--- config.mk ---
export PLATFORM = sky130hd
export DESIGN_NAME = load_store_unit_flat
export DESIGN_NICKNAME = d
export VERILOG_FILES = /design/src/rtl/lsu_pkg.sv /design/src/rtl/load_store_unit_if.sv /design/src/rtl/lsu_align.sv /design/src/rtl/load_store_unit.sv /design/src/flat_wrapper.sv
export SDC_FILE = /design/constraint.sdc
export NUM_CORES = 1
export LEC_CHECK = 0
export ABC_AREA = 1
export BUFFER_PORTS_ARGS = -buffer_cell sky130_fd_sc_hd__buf_2
export CAP_MARGIN = 15
export CORE_UTILIZATION = 40
export DETAILED_ROUTE_END_ITERATION = 12
export PLACE_DENSITY = 0.69
export SLEW_MARGIN = 20
export SYNTH_ARGS = -nofsm -noshare
export SYNTH_HDL_FRONTEND = slang
export SYNTH_SLANG_ARGS = --single-unit
--- constraint.sdc ---
create_clock -name clk_i -period 1.4 [get_ports clk_i]
set_clock_uncertainty 0.15 [all_clocks]
set_input_delay 0.28 -clock clk_i [delete_from_list [all_inputs] [get_ports clk_i]]
set_output_delay 0.28 -clock clk_i [all_outputs]
set_load 0.02 [all_outputs]
--- src/rtl/lsu_pkg.sv ---
// Load/store unit shared definitions.
// Holds the FSM state enum, the funct3 size/sign encodings, the byte-enable
// width and two small decode helpers used by the top level.
package lsu_pkg;

    typedef enum logic [1:0] {
        S_IDLE   = 2'd0,
        S_ACCESS = 2'd1,
        S_DONE   = 2'd2
    } lsu_state_t;

    localparam logic [2:0] F3_B  = 3'b000;
    localparam logic [2:0] F3_H  = 3'b001;
    localparam logic [2:0] F3_W  = 3'b010;
    localparam logic [2:0] F3_BU = 3'b100;
    localparam logic [2:0] F3_HU = 3'b101;

    localparam int BE_W = 4;

    // Unsigned sizes only exist for loads; everything else outside B/H/W is illegal.
    function automatic logic f3_valid(input logic [2:0] f3, input logic wr);
        case (f3)
            F3_B, F3_H, F3_W: return 1'b1;
            F3_BU, F3_HU:     return !wr;
            default:          return 1'b0;
        endcase
    endfunction

    function automatic logic f3_misaligned(input logic [2:0] f3, input logic [1:0] off);
        case (f3)
            F3_H, F3_HU: return off[0];
            F3_W:        return |off;
            default:     return 1'b0;
        endcase
    endfunction

endpackage

--- src/rtl/load_store_unit_if.sv ---
// Memory-side bus of the load/store unit.
// master (LSU): drives BusValid_o, BusWrite_o, BusAddr_o, BusWData_o, BusByteEn_o
//               and samples BusReady_i, BusRData_i.
// slave (memory): the mirror image.
interface load_store_unit_if
    import lsu_pkg::*;
#(
    parameter int DATA_WIDTH = 32,
    parameter int ADDR_WIDTH = 32
) ();
    logic                  BusValid_o;
    logic                  BusWrite_o;
    logic [ADDR_WIDTH-1:0] BusAddr_o;
    logic [DATA_WIDTH-1:0] BusWData_o;
    logic [BE_W-1:0]       BusByteEn_o;
    logic                  BusReady_i;
    logic [DATA_WIDTH-1:0] BusRData_i;

    modport master (
        output BusValid_o, BusWrite_o, BusAddr_o, BusWData_o, BusByteEn_o,
        input  BusReady_i, BusRData_i
    );

    modport slave (
        input  BusValid_o, BusWrite_o, BusAddr_o, BusWData_o, BusByteEn_o,
        output BusReady_i, BusRData_i
    );
endinterface

--- src/rtl/lsu_align.sv ---
// Combinational lane steering for the load/store unit.
// Store side: replicates the right-aligned store data across lanes and builds
//   byte enables from size and byte offset.
// Load side: shifts the bus word down by the byte offset and sign/zero extends.
// Ports: i_st_* / o_st_* store path, i_ld_* / o_ld_data load path.
module lsu_align
    import lsu_pkg::*;
#(
    parameter int DATA_WIDTH = 32
) (
    input  logic [2:0]            i_st_funct3,
    input  logic [1:0]            i_st_off,
    input  logic [DATA_WIDTH-1:0] i_st_data,
    output logic [DATA_WIDTH-1:0] o_st_lanes,
    output logic [BE_W-1:0]       o_st_be,
    input  logic [2:0]            i_ld_funct3,
    input  logic [1:0]            i_ld_off,
    input  logic [DATA_WIDTH-1:0] i_ld_word,
    output logic [DATA_WIDTH-1:0] o_ld_data
);
    logic [DATA_WIDTH-1:0] w_shifted;

    assign w_shifted = i_ld_word >> {i_ld_off, 3'b000};

    always_comb begin
        o_st_lanes = i_st_data;
        o_st_be    = 4'b1111;
        case (i_st_funct3)
            F3_B: begin
                o_st_lanes = {(DATA_WIDTH/8){i_st_data[7:0]}};
                o_st_be    = 4'b0001 << i_st_off;
            end
            F3_H: begin
                o_st_lanes = {(DATA_WIDTH/16){i_st_data[15:0]}};
                o_st_be    = 4'b0011 << {i_st_off[1], 1'b0};
            end
            default: ;
        endcase
    end

    always_comb begin
        o_ld_data = w_shifted;
        case (i_ld_funct3)
            F3_B:  o_ld_data = {{(DATA_WIDTH-8){w_shifted[7]}}, w_shifted[7:0]};
            F3_H:  o_ld_data = {{(DATA_WIDTH-16){w_shifted[15]}}, w_shifted[15:0]};
            F3_BU: o_ld_data = {{(DATA_WIDTH-8){1'b0}}, w_shifted[7:0]};
            F3_HU: o_ld_data = {{(DATA_WIDTH-16){1'b0}}, w_shifted[15:0]};
            default: ;
        endcase
    end
endmodule

--- src/rtl/load_store_unit.sv ---
// Load/store unit: turns an execute-stage memory request into a single word
// bus transaction and returns the extended load result.
// Ports: clk_i/rst_i (sync, active-high); MemReq_i, MemWrite_i, Funct3_i,
//   ALUResult_i, WriteData_i from execute; Stall_o, Done_o, ReadData_o,
//   Misaligned_o back to the pipeline; bus = memory side (master modport).
// Optional: LSU_MISALIGN_TRAP_EN turns misaligned accesses into a trap
//   (no bus access, Misaligned_o=1). Otherwise the low address bits that make
//   the access misaligned are cleared and the access proceeds.
module load_store_unit
    import lsu_pkg::*;
#(
    parameter int DATA_WIDTH = 32,
    parameter int ADDR_WIDTH = 32
) (
    input  logic                   clk_i,
    input  logic                   rst_i,
    input  logic                   MemReq_i,
    input  logic                   MemWrite_i,
    input  logic [2:0]             Funct3_i,
    input  logic [ADDR_WIDTH-1:0]  ALUResult_i,
    input  logic [DATA_WIDTH-1:0]  WriteData_i,
    output logic                   Stall_o,
    output logic                   Done_o,
    output logic [DATA_WIDTH-1:0]  ReadData_o,
    output logic                   Misaligned_o,
    load_store_unit_if.master      bus
);
    lsu_state_t            r_state, w_next;
    logic                  r_write;
    logic [2:0]            r_funct3;
    logic [1:0]            r_off;
    logic [ADDR_WIDTH-1:0] r_addr;
    logic [DATA_WIDTH-1:0] r_wdata;
    logic [BE_W-1:0]       r_be;
    logic [DATA_WIDTH-1:0] r_rdata;

    logic                  w_req_valid;
    logic                  w_trap;
    logic [1:0]            w_off;
    logic                  w_capture;
    logic                  w_accept;
    logic                  w_in_access;
    logic [DATA_WIDTH-1:0] w_st_lanes;
    logic [BE_W-1:0]       w_st_be;
    logic [DATA_WIDTH-1:0] w_ld_data;

    assign w_req_valid = f3_valid(Funct3_i, MemWrite_i);

`ifdef LSU_MISALIGN_TRAP_EN
    logic r_mis;
    assign w_trap = f3_misaligned(Funct3_i, ALUResult_i[1:0]);
    assign w_off  = ALUResult_i[1:0];
`else
    // Clear the offending offset bits: halfwords keep addr[1], words keep none.
    assign w_trap = 1'b0;
    always_comb begin
        w_off = ALUResult_i[1:0];
        case (Funct3_i)
            F3_H, F3_HU: w_off = {ALUResult_i[1], 1'b0};
            F3_W:        w_off = 2'b00;
            default: ;
        endcase
    end
`endif

    lsu_align #(.DATA_WIDTH(DATA_WIDTH)) u_align (
        .i_st_funct3 (Funct3_i),
        .i_st_off    (w_off),
        .i_st_data   (WriteData_i),
        .o_st_lanes  (w_st_lanes),
        .o_st_be     (w_st_be),
        .i_ld_funct3 (r_funct3),
        .i_ld_off    (r_off),
        .i_ld_word   (bus.BusRData_i),
        .o_ld_data   (w_ld_data)
    );

    always_ff @(posedge clk_i) begin
        if (rst_i) r_state <= S_IDLE;
        else       r_state <= w_next;
    end

    always_comb begin
        w_next    = r_state;
        Stall_o   = 1'b0;
        w_capture = 1'b0;
        w_accept  = 1'b0;
        case (r_state)
            S_IDLE: begin
                if (MemReq_i) begin
                    Stall_o   = 1'b1;
                    w_capture = 1'b1;
                    w_next    = (!w_req_valid || w_trap) ? S_DONE : S_ACCESS;
                end
            end
            S_ACCESS: begin
                Stall_o = 1'b1;
                if (bus.BusReady_i) begin
                    w_accept = 1'b1;
                    w_next   = S_DONE;
                end
            end
            S_DONE:  w_next = S_IDLE;
            default: w_next = S_IDLE;
        endcase
    end

    // Request is latched once so the bus stays stable while memory stalls.
    always_ff @(posedge clk_i) begin
        if (rst_i) begin
            r_write  <= 1'b0;
            r_funct3 <= '0;
            r_off    <= '0;
            r_addr   <= '0;
            r_wdata  <= '0;
            r_be     <= '0;
            r_rdata  <= '0;
        end else if (w_capture) begin
            r_write  <= MemWrite_i;
            r_funct3 <= Funct3_i;
            r_off    <= w_off;
            r_addr   <= {ALUResult_i[ADDR_WIDTH-1:2], 2'b00};
            r_wdata  <= w_st_lanes;
            r_be     <= w_st_be;
            r_rdata  <= '0;
        end else if (w_accept && !r_write) begin
            r_rdata  <= w_ld_data;
        end
    end

`ifdef LSU_MISALIGN_TRAP_EN
    // Invalid funct3 takes precedence: it reports no misalignment.
    always_ff @(posedge clk_i) begin
        if (rst_i)          r_mis <= 1'b0;
        else if (w_capture) r_mis <= w_req_valid & w_trap;
    end
    assign Misaligned_o = Done_o & r_mis;
`else
    assign Misaligned_o = 1'b0;
`endif

    assign w_in_access     = (r_state == S_ACCESS);
    assign Done_o          = (r_state == S_DONE);
    assign ReadData_o      = Done_o ? r_rdata : '0;

    assign bus.BusValid_o  = w_in_access;
    assign bus.BusWrite_o  = w_in_access & r_write;
    assign bus.BusAddr_o   = w_in_access ? r_addr  : '0;
    assign bus.BusWData_o  = w_in_access ? r_wdata : '0;
    assign bus.BusByteEn_o = w_in_access ? r_be    : '0;
endmodule

--- src/flat_wrapper.sv ---
// flat-port wrapper written by rule: the top's interface ports become plain ports
module load_store_unit_flat import lsu_pkg::*;
#(
    parameter int DATA_WIDTH = 32,
    parameter int ADDR_WIDTH = 32
)
  (clk_i, rst_i, MemReq_i, MemWrite_i, Funct3_i, ALUResult_i, WriteData_i, Stall_o, Done_o, ReadData_o, Misaligned_o, bus_BusValid_o, bus_BusWrite_o, bus_BusAddr_o, bus_BusWData_o, bus_BusByteEn_o, bus_BusReady_i, bus_BusRData_i);
  load_store_unit_if #(.DATA_WIDTH(DATA_WIDTH), .ADDR_WIDTH(ADDR_WIDTH)) bus_i ();
  input  logic clk_i;
  input  logic rst_i;
  input  logic MemReq_i;
  input  logic MemWrite_i;
  input  logic [2:0] Funct3_i;
  input  logic [ADDR_WIDTH-1:0] ALUResult_i;
  input  logic [DATA_WIDTH-1:0] WriteData_i;
  output logic Stall_o;
  output logic Done_o;
  output logic [DATA_WIDTH-1:0] ReadData_o;
  output logic Misaligned_o;
  output wire logic [$bits(bus_i.BusValid_o)-1:0] bus_BusValid_o;
  output wire logic [$bits(bus_i.BusWrite_o)-1:0] bus_BusWrite_o;
  output wire logic [$bits(bus_i.BusAddr_o)-1:0] bus_BusAddr_o;
  output wire logic [$bits(bus_i.BusWData_o)-1:0] bus_BusWData_o;
  output wire logic [$bits(bus_i.BusByteEn_o)-1:0] bus_BusByteEn_o;
  input wire logic [$bits(bus_i.BusReady_i)-1:0] bus_BusReady_i;
  input wire logic [$bits(bus_i.BusRData_i)-1:0] bus_BusRData_i;
  assign bus_BusValid_o = bus_i.BusValid_o;
  assign bus_BusWrite_o = bus_i.BusWrite_o;
  assign bus_BusAddr_o = bus_i.BusAddr_o;
  assign bus_BusWData_o = bus_i.BusWData_o;
  assign bus_BusByteEn_o = bus_i.BusByteEn_o;
  assign bus_i.BusReady_i = bus_BusReady_i;
  assign bus_i.BusRData_i = bus_BusRData_i;
  load_store_unit #(.DATA_WIDTH(DATA_WIDTH), .ADDR_WIDTH(ADDR_WIDTH)) u_core (.clk_i(clk_i), .rst_i(rst_i), .MemReq_i(MemReq_i), .MemWrite_i(MemWrite_i), .Funct3_i(Funct3_i), .ALUResult_i(ALUResult_i), .WriteData_i(WriteData_i), .Stall_o(Stall_o), .Done_o(Done_o), .ReadData_o(ReadData_o), .Misaligned_o(Misaligned_o), .bus(bus_i));
endmodule
# [Word level (Yosys, flattened, before mapping)]
# Index checks and enable logic that the tools add are counted.
[word_totals] reg_bits=106 latchBits=0 mem_bits_rw=0 rom_bits=0 in_bits=104 elab_cells=52 n_memories=0
[op_classes] addsub=0 mul=0 div=0 order_cmp=0 eq_ne=11 shift=3 mux=18 bitwise=1 reduce_logical=11
[op_table] op="32-bit case mux with 4 select lines" count=1
[op_table] op="32-bit two-way mux" count=3
[op_table] op="32-bit case mux with 2 select lines" count=1
[op_table] op="32-bit by 5-bit right shift with 32-bit output" count=1
[op_table] op="3-bit == test, second input constant" count=4
[op_table] op="2-bit case mux with 2 select lines" count=2
[op_table] op="4-bit case mux with 2 select lines" count=1
[op_table] op="3-bit by 1-bit == test with 1-bit output, second input constant" count=2
[op_table] op="3-bit zero test" count=2
[op_table] op="2-bit two-way mux" count=3
[op_table] op="2-bit OR reduction" count=3
[op_table] op="1-bit two-way mux" count=4
[op_table] op="4-bit two-way mux" count=1
[op_table] op="2-bit inequality test, second input constant" count=2
[op_table] op="1-bit case mux with 2 select lines" count=2
[op_table] op="1-bit by 2-bit left shift with 4-bit output, first input constant" count=1
[op_table] op="2-bit by 2-bit left shift with 4-bit output, first input constant" count=1
[op_table] op="3-bit by 2-bit == test with 1-bit output, second input constant" count=1
[op_table] op="3-bit OR reduction" count=1
[op_table] op="2-bit by 1-bit == test with 1-bit output, second input constant" count=1
[op_table] op="2-bit == test, second input constant" count=1
[op_table] op="1-bit zero test" count=2
[op_table] op="2-bit zero test" count=1
[op_table] op="2-bit AND reduction" count=1
[op_table] op="other kinds (2)" count=2

# [Logic depth before layout (Yosys ltp)]
# Gate-level depths: netlist (run 1).
[logic_depth] word_depth=6 ltp_mapped=10

# [Hierarchy]
# From an unflattened synthesis (run 1), not the netlist that was laid out.
[unflattened] hier_cells=994 area_unflattened_um2=6010.8
[modules_own_cells] mod="load_store_unit" instances=1 cells_per_inst=745 area_each_um2=4648.2
[modules_own_cells] mod="lsu_align" instances=1 cells_per_inst=249 area_each_um2=1362.6

# [Worst setup path before layout (run 1)]
# No wires, ideal clock.
[synth_path] path_type="reg2out" startpoint="register u_core.r_state[0]" endpoint="output ReadData_o[10]" arrival_time_ps=1357 required_ps=970 slack_ps=-387 path_stages_with_launch=5 n_path_buf=1 cell_sequence="dfxtp_1 nor2_1 inv_1 clkbuf_1 nor2_1"
[synth_via] elab_chain_len=2
[synth_lines] item="start: declaration" line="load_store_unit.sv:28" source="lsu_state_t r_state, w_next;"
[synth_lines] item="start signal: assignment" line="load_store_unit.sv:80" source="else r_state <= w_next;"
[synth_lines] item="2-bit == test" line="load_store_unit.sv:143" source="assign Done_o = (r_state == S_DONE);"
[synth_lines] item="named net Done_o" line="flat_wrapper.sv:17" source="output logic Done_o;"
[synth_lines] item="32-bit two-way mux" line="load_store_unit.sv:144" source="assign ReadData_o = Done_o ? r_rdata : '0;"
[synth_lines] item="end: declaration" line="flat_wrapper.sv:18" source="output logic [DATA_WIDTH-1:0] ReadData_o;"
# The timed path passes the listed nets, and every way through them passes these cells.

# [Worst setup path after layout (run 1)]
[layout_path] startpoint="register u_core.r_state[0]" endpoint="output bus_BusAddr_o[14]"
[layout_via] elab_chain_len=2
[layout_lines] item="2-bit by 1-bit == test with 1-bit output" line="load_store_unit.sv:142" source="assign w_in_access = (r_state == S_ACCESS);"
[layout_lines] item="32-bit two-way mux" line="load_store_unit.sv:148" source="assign bus.BusAddr_o = w_in_access ? r_addr : '0;"
[layout_lines] item="end: declaration" line="flat_wrapper.sv:22" source="output wire logic [$bits(bus_i.BusAddr_o)-1:0] bus_BusAddr_o;"
# No other way between the ends.

==> impl_metrics.ini, run 1 <==
[status]
status = complete, but fails checks
violations = setup timing

[placement]
port_buffers = 205
pre_cts_slack_ps = -232
place.gp.congestion = 0.902
hpwlAfterDp_um = 12100

[cells_and_area]
final_util_pct = 72.8
nFillCells = 979
drive_above_1_share_pct = 41.1
register_area_mm2 = 0.00213
synthToLayoutAreaGrowth_pct = 76.7
diodes = 0
nNetsFinal = 1259
final_common_cell = nand2_1
final_cell_mix = 170 x nand2_1, 148 x inv_1, 103 x buf_2, 103 x dfxtp_1, 83 x buf_6
multi_input_area_mm2 = 0.00327

[synthesis]
synth_warnings = 0
synth_top_family_by_area = simple AND/OR/NAND/NOR gates
synth_cells = 864
synthSimpleGateAreaFrac_pct = 27.4
synth_edf_count = 0
synth_xor_area_share_pct = 0
syn-cell-area_mm2 = 0.00550
synth_fa_ha_area_share_pct = 0
synth_mux_area_share_pct = 0
synth_async_sr_flop_share_pct = 0
avgSynthCellArea_um2 = 6.37
synth-seq-cells = 106
synth_cell_types = 23
synth_flop_cell = dfxtp_1
synth-compound-area-share_pct = 18.1
ys_seq_area_share_pct = 38.6

[timing]
final.setup.tns_ps = -60850
finalSetupViolCount = 207
drv_slew = 0
grt_setup_unrepaired = yes
worst_pin_slew_ps = 599
finalHoldViolCount = 0
fmax_ghz = 0.543
fin_crit_ps = 1840
setup_slack_ps = -441
fin_crit_sh_pct = 132
max_slew_margin_pct = 59.9

[power_and_ir_drop]
p_comb_share_pct = 28.2
leakage_nw = 4.27
p_sw_mw = 2.47
p_seq_share_pct = 41.2
swShare_pct = 30.9
power_frac_clock_pct = 30.5
internal_power_mw = 5.52
vdd_drop_max_v = 0.000568
total_power_mw = 7.99
p_per_area_mw_per_mm2 = 822

[routing]
post_drt_wl_per_cell_um = 15.0
dr.pass1.iters = 5
remaining_drc_errors = 0
drtIter0Drc = 502
antenna_left = 0
vias = 6615
routed_wl_um = 20000
via_per_inst = 4.95

[setup_path]
path_cells = nand2_8 > buf_12 > buf_12 > nor2_4 > buf_6
reg2reg_to = u_core.r_rdata[23]$_SDFFE_PP0P_
end_kind = output pin
cpPeakStageDelay_ps = 420
crit_fanout = 12
timing.rr.start = u_core.r_state[1]$_SDFFE_PP0P_
cp_slowest_cell = dfxtp_4
r2r_cells = 11
crit_top_cell = buf_12
cp_num_buf_inv = 3
r2r_setup_slack_ps = -320
critPathRequiredTime_ps = 970
worst-setup-path-type = flop to output pin
crit_family = buffers and inverters
crit_start = u_core.r_state[0]$_SDFFE_PP0P_
startpoint_type = flop
arrival_ps = 1410

[worst_hold_path]
hold_depth = 3
hold_path.class = input port to flop
worstHoldStart = WriteData_i[24]
worstHoldEndpoint = u_core.r_wdata[24]$_SDFFE_PP0P_

[floorplanning]
die_h_um = 119
die_width_um = 119
io_pins = 209
coreArea_mm2 = 0.0133
initial_core_util_pct = 41.2
num_rows = 42
dieArea_mm2 = 0.0142

[global_route]
antenna_found_initial = 1
first_global_vias = 6100
grt_max_degree = 36
grt_usage_pct = 27.0
overflow = 0
grt_pass1_wl_um = 30300

[cts]
cts_max_level = 3
clock_sinks = 106
cts_tree = yes
cts_buffers = 9
insertion_delay_ps = 350
cts_root_buffer = clkbuf_16
clockBufferDepth = 2
clk_pin_slew_ps = 70

[flow_run]
maxCapViolCount = 0
worst max-delay path by stage:
stage	slack [ps]	to	cells after the start
after floorplan	-30	ReadData_o[21]	5
after global placement	-150	u_core.r_wdata[25]$_SDFFE_PP0P_	8
after global routing	-480	bus_BusAddr_o[14]	6
final	-440	bus_BusAddr_o[14]	5
after detailed placement	-230	u_core.r_wdata[29]$_SDFFE_PP0P_	8
after CTS	-450	ReadData_o[13]	6
layout make-up:
cell class	count	share of cell area [%]
inverter	154	6.23
timing repair inverter	1	0.0901
timing repair buffer	329	33.0
clock inverter	5	0.373
multi-input combinational	554	33.7
sequential	106	21.9
clock buffer	11	2.50
tap	176	2.27
stage by stage:
step / instance area [um2] / hold WS [ps] / cells
CTS: 9340 / 0.370 / 1327
finish: 9720 / 10.3 / 1336
global placement: 7610 / 303 / 1256
global route: 9720 / 1.32 / 1336
floorplan: 6090 / 189 / 866
detailed placement: 7610 / 304 / 1256
state kept, by name, summed over array words and instances, names as in the netlist:
register	count
u_core.r_funct3	3
u_core.r_rdata	32
u_core.r_state	2
u_core.r_wdata	32
u_core.r_addr	30
u_core.r_be	4
u_core.r_write	1
u_core.r_off	2
routing by layer:
metal	vias to the layer above	global-route usage, %	share of wire (%)
li1	3239	-	-
met4	2	12.3	3.0
met2	316	44.5	49
met5	-	0	0.045
met1	3008	34.0	41
met3	50	4.98	6.6
what timing repair did:
item	CTS	global route
gates cloned	13	3
hold buffers	30	0
pin swaps	15	14
endpoints found under the setup margin	202	207
endpoints found under the hold margin	30	0
gates resized for setup	226	88
buffers inserted	13	8
power by group through the flow:
stage | clock network, mW | logic (mW) | registers (mW)
global route | 2.62 | 2.43 | 3.31
finish | 2.44 | 2.26 | 3.29
detailed placement | 0 | 1.60 | 3.35
global placement | 0 | 1.59 | 3.35
floorplan | 0 | 1.03 | 3.33
CTS | 2.48 | 2.06 | 3.29
synth_stat cells (17+ instances only):
master / instances / share of area [%]
a21oi_1: 57 / 5.2
nand3_1: 39 / 3.5
a21oi_2: 20 / 3.2
dfxtp_1: 106 / 39
nor2_1: 140 / 9.6
inv_1: 150 / 10
clkbuf_1: 17 / 1.2
o21ai_0: 76 / 6.9
buf_2: 23 / 2.1
nand2_1: 171 / 12
o21ai_1: 26 / 2.4
tightest hold or removal path: stages:
cell and delay, ps:
buf_2 90, a21oi_2 40, nor2_1 70
kinds of logic (layout without fill, tap and decap cells):
| group | Yosys count | count (layout) |
|---|---|---|
| AO/OA/AOI/OAI | 183 | 183 |
| buffers and inverters | 206 | 500 |
| flip-flops | 106 | 106 |
| other | 1 | 3 |
| AND/OR/NAND/NOR | 368 | 368 |
No activity file was read; power rests on OpenSTA's default activity.
==> run 2: changes to the inputs <==
- PLACE_DENSITY: 0.69 -> 0.68
- SYNTH_HIERARCHICAL: unset -> 1
==> impl_metrics.ini, run 2 <==
[placement]
hpwlAfterDp_um = 12200
port_buffers = 205
place.gp.congestion = 0.907
pre_cts_slack_ps = -157

[synthesis]
ys_seq_area_share_pct = 35.3
synth_edf_count = 0
ys_top_cells_by_area = dfxtp_1 35%, nand2_1 23%, nor2_1 11%, inv_1 9.3%, nand3_1 2.8%
synth_flop_cell = dfxtp_1
synth_async_sr_flop_share_pct = 0
synth_cells = 994
synth_cell_types = 28
yosysTopAreaCellShare_pct = 35.3
avgSynthCellArea_um2 = 6.05
syn-cell-area_mm2 = 0.00601
synth_most_common_cell = nand2_1
ys_top_cells_by_count = 369 x nand2_1, 180 x nor2_1, 149 x inv_1
synth-seq-cells = 106
synth_warnings = 6
synth_area_leader_cell = dfxtp_1

[setup_path]
startpoint_type = flop
worst-setup-path-type = flop to output pin
crit_top_cell = nor2_4
end_kind = output pin
critPathRequiredTime_ps = 970
cpPeakStageDelay_ps = 350
arrival_ps = 1410
cp_slowest_cell = dfxtp_2
path_cells = inv_4 > nor2_4 > inv_6 > buf_12 > nor2_4 > buf_6
crit_fanout = 11

[cts]
clk_pin_slew_ps = 80
cts_root_buffer = clkbuf_16
cts_tree = yes
clock_sinks = 106
cts_max_level = 3
clockBufferDepth = 2
cts_buffers = 9
insertion_delay_ps = 350

[global_route]
antenna_found_initial = 0
first_global_vias = 6686
grt_pass1_wl_um = 32600
overflow = 0
grt_max_degree = 37
grt_usage_pct = 26.2

[routing]
via_per_inst = 4.97
routed_wl_um = 24000
drtIter0Drc = 483
vias = 7400
antenna_left = 0
post_drt_wl_per_cell_um = 16.1
dr.pass1.iters = 5
remaining_drc_errors = 0

[power_and_ir_drop]
internal_power_mw = 6.27
power_frac_clock_pct = 32.3
p_comb_share_pct = 31.0
swShare_pct = 31.3
p_seq_share_pct = 36.8
vdd_drop_max_v = 0.000691
p_sw_mw = 2.86
p_per_area_mw_per_mm2 = 820
leakage_nw = 5.43

[timing]
fin_crit_ps = 1840
fin_crit_sh_pct = 131
finalSetupViolCount = 208
drv_slew = 0
fmax_ghz = 0.543
setup_slack_ps = -440
grt_setup_unrepaired = yes
finalHoldViolCount = 0

[floorplanning]
coreArea_mm2 = 0.0146
die_width_um = 125
initial_core_util_pct = 41.2
die_h_um = 125
io_pins = 209
dieArea_mm2 = 0.0155
num_rows = 44

[status]
status = complete, but fails checks
violations = setup timing

[cells_and_area]
nNetsFinal = 1405
final_common_cell = nand2_1
register_area_mm2 = 0.00213
nFillCells = 956
diodes = 0
synthToLayoutAreaGrowth_pct = 85.2
final_cell_mix = 245 x nand2_1, 147 x inv_1, 104 x buf_2
multi_input_area_mm2 = 0.00414
drive_above_1_share_pct = 46.9
final_util_pct = 76.3
top_regs = u_core/r_rdata: 32 flops, u_core/r_wdata: 32 flops, u_core/r_addr: 30 flops

[flow_run]
maxCapViolCount = 0

[worst_hold_path]
hold_path.class = input port to flop
[run 2: cell count changes after synthesis, sizes merged, moves of 2 or more]
cell    previous run  this run
a21oi             77         9
a22oi              0         7
buf               35        59
clkbuf            17         3
inv              154       152
nand2            175       375
nand3             41        53
nor2             142       186
nor3               3         1
o211ai             0        22
o21ai            102        19
o22ai              4         0
or2                7         0
[run 2: layer usage]
metal | GRT usage, % | part of all wire, % | up-vias | routed length (um)
li1 | - | - | 3566 | -
met1 | 30.5 | 39 | 3427 | 9430
met2 | 44.1 | 50 | 320 | 12100
met3 | 6.62 | 6.0 | 87 | 1450
met4 | 13.6 | 4.4 | 0 | 1070
met5 | 0 | 0 | - | 0
[run 2: power groups by stage]
stage | clock network, mW | logic [mW] | registers (mW)
floorplan | 0 | 1.27 | 3.35
global placement | 0 | 1.80 | 3.36
detailed placement | 0 | 1.82 | 3.37
CTS | 2.96 | 2.38 | 3.30
global route | 3.08 | 3.01 | 3.37
finish | 2.94 | 2.83 | 3.36
[run 2: kinds of logic after synthesis]
logic type / after synthesis / share of synthesized area, %
simple gates: 616 / 42.6
other cells: 1 / 0.0624
flops: 106 / 35.3
buf+inv: 214 / 16.0
compound gates: 57 / 6.02
[run 2: path summary, 6_finish.rpt]
check,from,to,cells past startpoint,slack (ps)
worst min-delay path,WriteData_i[1],u_core/r_wdata[1]$_SDFFE_PP0P_,3,20
worst max-delay path,u_core/r_state[1]$_SDFFE_PP0P_,ReadData_o[21],6,-440
worst min register to register,u_core/r_addr[15]$_SDFFE_PP0P_,u_core/r_addr[15]$_SDFFE_PP0P_,2,300
worst max register to register,u_core/r_state[0]$_SDFFE_PP0P_,u_core/r_be[0]$_SDFFE_PP0P_,10,-320
[run 2: layout make-up]
class / instances / area share (%)
Multi-Input combinational cell: 677 / 37.2
Timing Repair Buffer: 355 / 33.3
Sequential cell: 106 / 19.1
Inverter: 152 / 5.28
Clock buffer: 12 / 2.12
Tap cell: 184 / 2.07
Clock inverter: 4 / 0.888
[run 2: worst max-delay path: cells and delay by family (launching register included)]
kind                   cells  cell delay [ps]
buffers and inverters      4              450
flip-flops                 1              350
AND/OR/NAND/NOR            2              250
[run 2: metrics by stage]
step | total power [mW] | hold WS (ps) | area (um2) | setup TNS, ps | instances
global route | 9.47 | 28.1 | 11100 | -76510 | 1490
CTS | 8.64 | 0.624 | 10200 | -62640 | 1469
detailed placement | 5.19 | 282 | 8140 | -10110 | 1382
finish | 9.13 | 17.4 | 11100 | -65400 | 1490
floorplan | 4.62 | 240 | 6680 | -1850 | 996
global placement | 5.17 | 278 | 8140 | -7270 | 1382
[run 2: what timing repair did]
| item | 4_1_cts | 5_1_grt |
|---|---|---|
| hold endpoints to repair | 31 | 0 |
| gates cloned | 18 | 16 |
| buffers inserted | 23 | 13 |
| pin swaps | 16 | 76 |
| hold buffers | 31 | 0 |
| endpoints found under the setup margin | 207 | 208 |
| resized for setup | 228 | 210 |
